--- config.mk ---
export PLATFORM = sky130hd
export DESIGN_NAME = nrisc_instruction_fetch
export DESIGN_NICKNAME = d
export VERILOG_FILES = /design/src/rtl/nrisc_instruction_fetch.sv
export SDC_FILE = /design/constraint.sdc
export NUM_CORES = 1
export LEC_CHECK = 0
export BUFFER_PORTS_ARGS = -buffer_cell sky130_fd_sc_hd__buf_2
export CAP_MARGIN = 20
export CELL_PAD_IN_SITES_DETAIL_PLACEMENT = 1
export CELL_PAD_IN_SITES_GLOBAL_PLACEMENT = 2
export CORE_AREA = 2 2 168 88
export DETAILED_ROUTE_END_ITERATION = 12
export DIE_AREA = 0 0 170 90
export PLACE_DENSITY_LB_ADDON = 0.1
export SETUP_SLACK_MARGIN = 0.5
export SLEW_MARGIN = 20
export SYNTH_ARGS = -nofsm -noshare
export SYNTH_HDL_FRONTEND = slang
export SYNTH_SLANG_ARGS = --single-unit
--- constraint.sdc ---
create_clock -name clk -period 3.7 [get_ports clk]
set_input_delay 0.555 -clock clk [delete_from_list [all_inputs] [get_ports clk]]
set_output_delay 0.555 -clock clk [all_outputs]
set_load 0.02 [all_outputs]
--- src/rtl/nrisc_instruction_fetch.sv ---
// NRISC instruction fetch unit.
// Owns the PC, fetches one 16-bit instruction word at a time from program
// memory over a req/ack handshake, presents it to the decoder and computes
// the next PC when the decoder signals that the instruction was consumed.
// A fetch that sees no ack within TIMEOUT wait cycles parks the unit in a
// sticky FAULT state that only rst leaves.
module nrisc_instruction_fetch #(
  parameter int                     PC_WIDTH     = 16,
  parameter logic [PC_WIDTH-1:0]    RESET_VECTOR = {PC_WIDTH{1'b0}},
  parameter int                     TIMEOUT      = 15
) (
  input  logic                clk,
  input  logic                rst,
  input  logic [1:0]          CORE_PC_ctrl,
  input  logic                CORE_PC_clk,
  input  logic [15:0]         CORE_PC_offset,
  input  logic [PC_WIDTH-1:0] CORE_STACK_top,
  input  logic                CORE_halt,
  output logic [PC_WIDTH-1:0] CORE_PC_out,
  output logic [15:0]         CORE_InstructionOUT,
  output logic                CORE_InstructionValid,
  output logic [1:0]          CORE_Status,
  output logic [PC_WIDTH-1:0] MEM_addr,
  output logic                MEM_req,
  input  logic                MEM_ack,
  input  logic [15:0]         MEM_data
);

  typedef enum logic [2:0] {
    ST_IDLE  = 3'd0,
    ST_FETCH = 3'd1,
    ST_WAIT  = 3'd2,
    ST_VALID = 3'd3,
    ST_FAULT = 3'd4
  } state_t;

  localparam logic [1:0] STAT_IDLE  = 2'b00;
  localparam logic [1:0] STAT_FETCH = 2'b01;
  localparam logic [1:0] STAT_VALID = 2'b10;
  localparam logic [1:0] STAT_FAULT = 2'b11;

  localparam logic [1:0] PC_INC = 2'd0;
  localparam logic [1:0] PC_REL = 2'd1;
  localparam logic [1:0] PC_ABS = 2'd2;
  localparam logic [1:0] PC_RET = 2'd3;

  // Last counter value before the fault fires: the counter counts WAIT cycles
  // that ended without an ack, so hitting TIMEOUT-1 on another empty cycle
  // means TIMEOUT cycles have elapsed.
  localparam logic [7:0] TMO_LAST = 8'(TIMEOUT - 1);

  localparam logic [PC_WIDTH-1:0] PC_ONE = {{(PC_WIDTH-1){1'b0}}, 1'b1};

  state_t              state_r;
  logic [PC_WIDTH-1:0] pc_r;
  logic [PC_WIDTH-1:0] mem_addr_r;
  logic                mem_req_r;
  logic [15:0]         instr_r;
  logic                valid_r;
  logic [1:0]          status_r;
  logic [7:0]          tmo_cnt_r;

  logic [PC_WIDTH-1:0] rel_ofs_s;
  logic [PC_WIDTH-1:0] abs_ofs_s;
  logic [PC_WIDTH-1:0] next_pc_s;

  // The offset is 16 bits wide; adapt it to the PC width (sign-extend for
  // relative jumps, zero-extend for absolute targets, truncate if narrower).
  generate
    if (PC_WIDTH > 16) begin : g_ofs_extend
      assign rel_ofs_s = {{(PC_WIDTH-16){CORE_PC_offset[15]}}, CORE_PC_offset};
      assign abs_ofs_s = {{(PC_WIDTH-16){1'b0}}, CORE_PC_offset};
    end else begin : g_ofs_trunc
      assign rel_ofs_s = CORE_PC_offset[PC_WIDTH-1:0];
      assign abs_ofs_s = CORE_PC_offset[PC_WIDTH-1:0];
    end
  endgenerate

  // Next-PC selection; all sums wrap naturally modulo 2^PC_WIDTH.
  always_comb begin
    next_pc_s = pc_r + PC_ONE;
    case (CORE_PC_ctrl)
      PC_INC:  next_pc_s = pc_r + PC_ONE;
      PC_REL:  next_pc_s = pc_r + rel_ofs_s;
      PC_ABS:  next_pc_s = abs_ofs_s;
      PC_RET:  next_pc_s = CORE_STACK_top;
      default: next_pc_s = pc_r + PC_ONE;
    endcase
  end

  // Fetch FSM with all outputs registered: each transition also sets the
  // output values that belong to the state being entered.
  always_ff @(posedge clk) begin
    if (rst) begin
      state_r    <= ST_IDLE;
      pc_r       <= RESET_VECTOR;
      mem_addr_r <= RESET_VECTOR;
      mem_req_r  <= 1'b0;
      instr_r    <= 16'h0000;
      valid_r    <= 1'b0;
      status_r   <= STAT_IDLE;
      tmo_cnt_r  <= 8'd0;
    end else begin
      case (state_r)
        ST_IDLE: begin
          if (!CORE_halt) begin
            state_r    <= ST_FETCH;
            mem_req_r  <= 1'b1;
            mem_addr_r <= pc_r;
            status_r   <= STAT_FETCH;
          end
        end
        ST_FETCH: begin
          // Request has been on the bus for one cycle; start counting.
          state_r   <= ST_WAIT;
          tmo_cnt_r <= 8'd0;
        end
        ST_WAIT: begin
          // Halt is deliberately not looked at: a started fetch always completes.
          if (MEM_ack) begin
            state_r   <= ST_VALID;
            instr_r   <= MEM_data;
            mem_req_r <= 1'b0;
            valid_r   <= 1'b1;
            status_r  <= STAT_VALID;
          end else if (tmo_cnt_r == TMO_LAST) begin
            state_r   <= ST_FAULT;
            mem_req_r <= 1'b0;
            valid_r   <= 1'b0;
            status_r  <= STAT_FAULT;
          end else begin
            tmo_cnt_r <= tmo_cnt_r + 8'd1;
          end
        end
        ST_VALID: begin
          // Instruction and PC stay frozen until the decoder consumes them.
          if (CORE_PC_clk) begin
            pc_r       <= next_pc_s;
            mem_addr_r <= next_pc_s;
            valid_r    <= 1'b0;
            if (CORE_halt) begin
              state_r  <= ST_IDLE;
              status_r <= STAT_IDLE;
            end else begin
              state_r   <= ST_FETCH;
              mem_req_r <= 1'b1;
              status_r  <= STAT_FETCH;
            end
          end
        end
        ST_FAULT: begin
          // Sticky until rst.
          mem_req_r <= 1'b0;
          valid_r   <= 1'b0;
          status_r  <= STAT_FAULT;
        end
        default: begin
          // An illegal state encoding is treated as a fault.
          state_r   <= ST_FAULT;
          mem_req_r <= 1'b0;
          valid_r   <= 1'b0;
          status_r  <= STAT_FAULT;
        end
      endcase
    end
  end

  assign CORE_PC_out           = pc_r;
  assign CORE_InstructionOUT   = instr_r;
  assign CORE_InstructionValid = valid_r;
  assign CORE_Status           = status_r;
  assign MEM_addr              = mem_addr_r;
  assign MEM_req               = mem_req_r;

endmodule

Word-level counts from Yosys, hierarchy flattened

Cells that the tools add are included.

Register bits after elaboration: 63
Output and inout bits: 52
Input bits: 55
Word-level logic and storage cells: 67

Eq/ne operators: 13
Reduce and logical (&&, ||, !) cells: 13
Bitwise operators: 3
Add/subtract/negate cells: 3
Mux-type cells: 27

Operators with widths:

| cell                  | number |
|---|---|
| $pmux 16 s4           | 1 |
| $mux 16               | 2 |
| $pmux 16 s2           | 1 |
| $add 16x1->16 const B | 1 |
| $add 16x16->16        | 1 |
| $mux 8                | 2 |
| $pmux 8 s2            | 1 |
| $pmux 3 s5            | 1 |
| $mux 3                | 4 |
| $reduce_and 3->1      | 4 |
| $add 8x1->8 const B   | 1 |
| $eq 8x4->1 const B    | 1 |
| $mux 1                | 8 |
| $mux 2                | 4 |
| $ne 2x2->1 const B    | 4 |
| $pmux 2 s4            | 1 |
| $reduce_and 4->1      | 2 |
| $eq 3x2->1 const B    | 2 |
| $eq 2x2->1 const B    | 2 |
| $pmux 1 s4            | 1 |
| $reduce_and 2->1      | 2 |
| $reduce_bool 2->1     | 2 |
| $eq 3x1->1 const B    | 1 |
| $eq 3x3->1 const B    | 1 |
| 7 further kinds       | 9 |

Depth between registers and ports, before layout

Depth after elaboration: 4
Depth in mapped cells: 13
Mapped depth without buffers: 10

Worst setup path after synthesis

OpenSTA, ideal clock, no wires.

Kind: in2reg
Start: in CORE_PC_ctrl[0]
End: reg pc_r[12] (netlist: CORE_PC_out[12])
Library setup time: 133 ps
Stages: 13
Setup slack: 458 ps
Buffers on the path: 4
Arrival time: 3109 ps
Required time: 3567 ps
Path through: buf_2 buf_2 nor2b_1 clkbuf_1 and2_1 ha_1 clkbuf_1 a21o_1 a311oi_1 o21ai_0 o21ai_0 mux2i_1 a311oi_1

Longest elaborated chain between the ends: 2
Elaborated cells on any way between the ends: 5
Those cells by class: 3 x eq/ne; 1 x mux; 1 x reduce/logical

RTL lines:

| what                                     | RTL line | source |
|---|---|---|
| start, declared                          | 14       | `input logic [1:0] CORE_PC_ctrl,` |
| $eq 2x2->1, or another cell as far along | 82       | `case (CORE_PC_ctrl)` |
| $pmux 16 s4 (*)                          | 82       |  |
| end signal, assigned                     | 138      | `pc_r <= next_pc_s;` |
| end, declared                            | 55       | `logic [PC_WIDTH-1:0] pc_r;` |

Every way passes the cells marked *; elsewhere a longest branch is shown, timed or not.
A chain may end at the register's enable or synchronous reset.

Final worst setup path

Start: in CORE_PC_ctrl[0]
End: reg mem_addr_r[6] (netlist: MEM_addr[6])

Longest elaborated chain between the ends: 4
Elaborated cells on any way between the ends: 7
Those cells by class: 3 x eq/ne; 3 x mux; 1 x reduce/logical

RTL lines:

| what                                     | RTL line | source |
|---|---|---|
| $eq 2x2->1, or another cell as far along | 82       |  |
| $pmux 16 s4 (*)                          | 82       |  |
| $mux 16 (*)                              | 137      | `if (CORE_PC_clk) begin` |
| $pmux 16 s2 (*)                          | 104      | `case (state_r)` |
| end signal, assigned                     | 109      | `mem_addr_r <= pc_r;` |
| end signal, assigned                     | 139      | `mem_addr_r <= next_pc_s;` |
| end, declared                            | 56       | `logic [PC_WIDTH-1:0] mem_addr_r;` |

Every way passes the cells marked *; elsewhere a longest branch is shown, timed or not. The select of a mux whose other input is x is not followed.

==> impl_results.md <==
- Mapped Area: 0.00391 mm2
- Hold path start: CORE_InstructionOUT[7]$_SDFFE_PP0P_
- Die area: 0.0153 mm2
- Sequential share of power: 0.353
- Hold depth: 2
- N_diodes: 0
- Port Buffers: 106
- FFs w/ async S/R, synth: 0
- Die height: 90 um
- Critical path required time: 3.89 ns
- Final clock skew: 0.0130 ns
- Avg WL per Cell: 18.2 um
- Slew HR: 0.309
- Setup TNS: 0 ns
- Footprint of the multi-input gates: 0.00249 mm2
- Largest cells by area after synthesis: dfxtp_1 32%, a21oi_1 8.2%, nand2_1 7.6%
- Leak: 2.15 nW
- Worst r2r src: CORE_PC_out[0]$_SDFFE_PP0P_
- Fill cells: 1720
- Row count: 31
- Avg Cell Area, Syn: 7.69 um2
- Final setup viols: 0
- Largest net degree at the start of global routing: 38
- First-pass GRT wire length: 23.1 mm
- Flop2flop setup slack: 1.04 ns
- Worst hold slack: 0.455 ns
- Antenna Violating Nets Remaining: 0
- Gr usage total: 0.194
- Worst Hold End: CORE_InstructionOUT[7]$_SDFFE_PP0P_
- Synthesized flop and latch total: 63
- Worst slew pin tran: 1.04 ns
- Antenna violations before repair: 0
- Cell count after synthesis: 509
- Met2 WL post-DR: 5.61 mm
- EDFF count, synth: 0
- Max Slew Vio Count: 0
- Int Power: 0.00148 W
- Top Layer Used: met4
- Drc violations: 0
- Layout cells sized above 1: 0.250
- Sequential Area: 0.00126 mm2
- Maximum vdd drop: 258 uV
- WL final: 14.4 mm
- F_max: 329 MHz
- Dpl hpwl: 11.0 mm
- Reg2reg path depth: 8
- Synth warnings: 0
- Synth cell count leaders: 79 x nand2_1, 64 x a21oi_1, 63 x dfxtp_1
- Clock Latency Late Sink: 0.33 ns
- Psw: 0.000674 W
- Switching Share: 0.313
- Core outline area: 0.0140 mm2
- Syn Nets: 582
- Hold WC Path Type: reg -> reg
- Most frequent cell after synthesis: nand2_1
- Worst EP arrival: 3.23 ns
- Startpoint Class: input pin
- Unrepaired setup endpoints after global routing: no
- Reg2Reg Capture Point: MEM_addr[6]$_SDFFE_PP0P_
- Fin. Hold Viols: 0
- Area grow syn2layout: 26.3%
- Dominant synthesized flop cell: dfxtp_1
- Vias after detailed routing: 4026
- Net count, final: 675
- Largest area contributor in the netlist: dfxtp_1
- Hold-fix buffers, CTS: 0
- Met3 Wirelength: 752 um
- Clock power share: 0.440
- Yosys cell types: 52
- TritonCTS clock tree: done
- CP Class: in -> reg
- Vias in the first global route: 4021
- Clock sinks: 63
- MaxCap Viol Count: 0
- Combinational share of power: 0.207
- I/O pin count: 107
- Register area share after synthesis: 0.322
- Final min period: 3.04 ns
- Tcrit/Tclk final: 0.821
- Vias per std cell: 5.11
- Starting Density: 0.280
- Initial DRT Pass Iterations: 4
- Status: finished clean
- CTS clock-pin slew for the worst setup and hold paths: 0.06 ns
- Critical path fanouts, max: 11
- Yosys top cell area share: 0.322
- Placer Congestion: 0.855
- Met1 wire length: 7.91 mm
- Clock Tree Buf Depth: 2
- Die X-Extent: 170 um
- Total grt overflow: 0
- Worst setup EP type: register
- PD cells: 436 mW/mm2
- Num CTS Buffers: 9
- CTS Root Cell: clkbuf_16
- Starting DRC count in detailed routing: 257
- H-tree depth: 3
per-layer routing:
layer | vias up | global-route usage
met3 | 6 | 0.0449
li1 | 1991 | -
met4 | 0 | 0.0335
met2 | 84 | 0.267
met5 | - | 0
met1 | 1945 | 0.303
stage by stage:
stage           util  cells  area (um2)  setup WS (ns)  power, W
2_1_floorplan      -    509        3920          0.502   0.00106
3_3_place_gp   0.329    770        4590          0.285   0.00122
3_5_place_dp   0.329    770        4590          0.170   0.00122
4_1_cts        0.353    786        4920          0.694   0.00218
5_1_grt        0.354    788        4940          0.511   0.00227
6_report       0.354    788        4940          0.661   0.00215
worst max-delay path, cell delays in order:
cell and delay, ns:
buf_2 0.15, nor2b_4 0.31, nand2b_1 0.10, ha_1 0.23, fa_1 0.44, a21oi_1 0.25
o21ai_0 0.29, a21oi_1 0.27, xnor2_1 0.12, o311ai_1 0.39, a21oi_1 0.11
worst max path at each step:
stage	startpoint	endpoint	slack, ns	depth (start not counted)
floorplan	CORE_PC_ctrl[0]	CORE_PC_out[12]$_SDFFE_PP0P_	0.50	13
global placement	CORE_PC_ctrl[0]	CORE_PC_out[10]$_SDFFE_PP0P_	0.28	11
detailed placement	CORE_PC_ctrl[0]	CORE_PC_out[10]$_SDFFE_PP0P_	0.17	11
CTS	CORE_PC_ctrl[0]	CORE_PC_out[10]$_SDFFE_PP0P_	0.69	11
global route	CORE_PC_ctrl[0]	MEM_addr[10]$_SDFFE_PP0P_	0.51	11
finish	CORE_PC_ctrl[0]	MEM_addr[6]$_SDFFE_PP0P_	0.66	11
final cells by class:
class / instances / share of cell area
Sequential cell: 63 / 0.255
Timing Repair Buffer: 115 / 0.124
Clock inverter: 7 / 0.0208
Tap cell: 181 / 0.0458
Inverter: 6 / 0.00456
Multi-Input combinational cell: 407 / 0.505
Clock buffer: 9 / 0.0456
logic make-up (layout without fill, tap and decap cells):
group | count (synthesis) | in the layout | share of synthesized area
and+or+nand+nor | 211 | 211 | 0.255
AOI/OAI and AO/OA | 139 | 139 | 0.222
DFF | 63 | 63 | 0.322
buffers and inverters | 39 | 137 | 0.0438
muxes | 24 | 24 | 0.0646
adders and majority gates | 18 | 18 | 0.0595
xor gates and xnor gates | 15 | 15 | 0.0336
placed cells by master, fill, tap and decap left out, types with 7 or more instances in the layout:
master,count
buf_2,106
nand2_1,79
a21oi_1,64
dfxtp_1,63
nor2_1,59
o21ai_0,19
and2_1,18
ha_1,17
mux2i_1,14
o211ai_1,12
nor3_1,11
xor2_1,11
mux2_2,10
a311oi_1,9
clkbuf_16,9
a211oi_1,8
buf_4,8
a21o_1,7
registers in the layout, indices dropped and copies added, names as in the netlist:
register	flops
CORE_InstructionOUT	16
CORE_InstructionValid	1
CORE_PC_out	16
CORE_Status	2
MEM_addr	16
MEM_req	1
state_r	3
tmo_cnt_r	8
timing repair:
item,in CTS,in global routing
resized for setup,1,1
setup endpoints to repair,1,3
hold endpoints to repair,0,0
buffers inserted,0,2
power by group through the flow:
stage	combinational, W	sequential [W]	clock, W
after global routing	0.000500	0.000768	0.00100
after floorplan	0.000249	0.000813	0
after global placement	0.000441	0.000775	0
final	0.000447	0.000761	0.000947
after CTS	0.000451	0.000761	0.000967
after detailed placement	0.000448	0.000776	0
No activity file was read; power rests on OpenSTA's default activity.
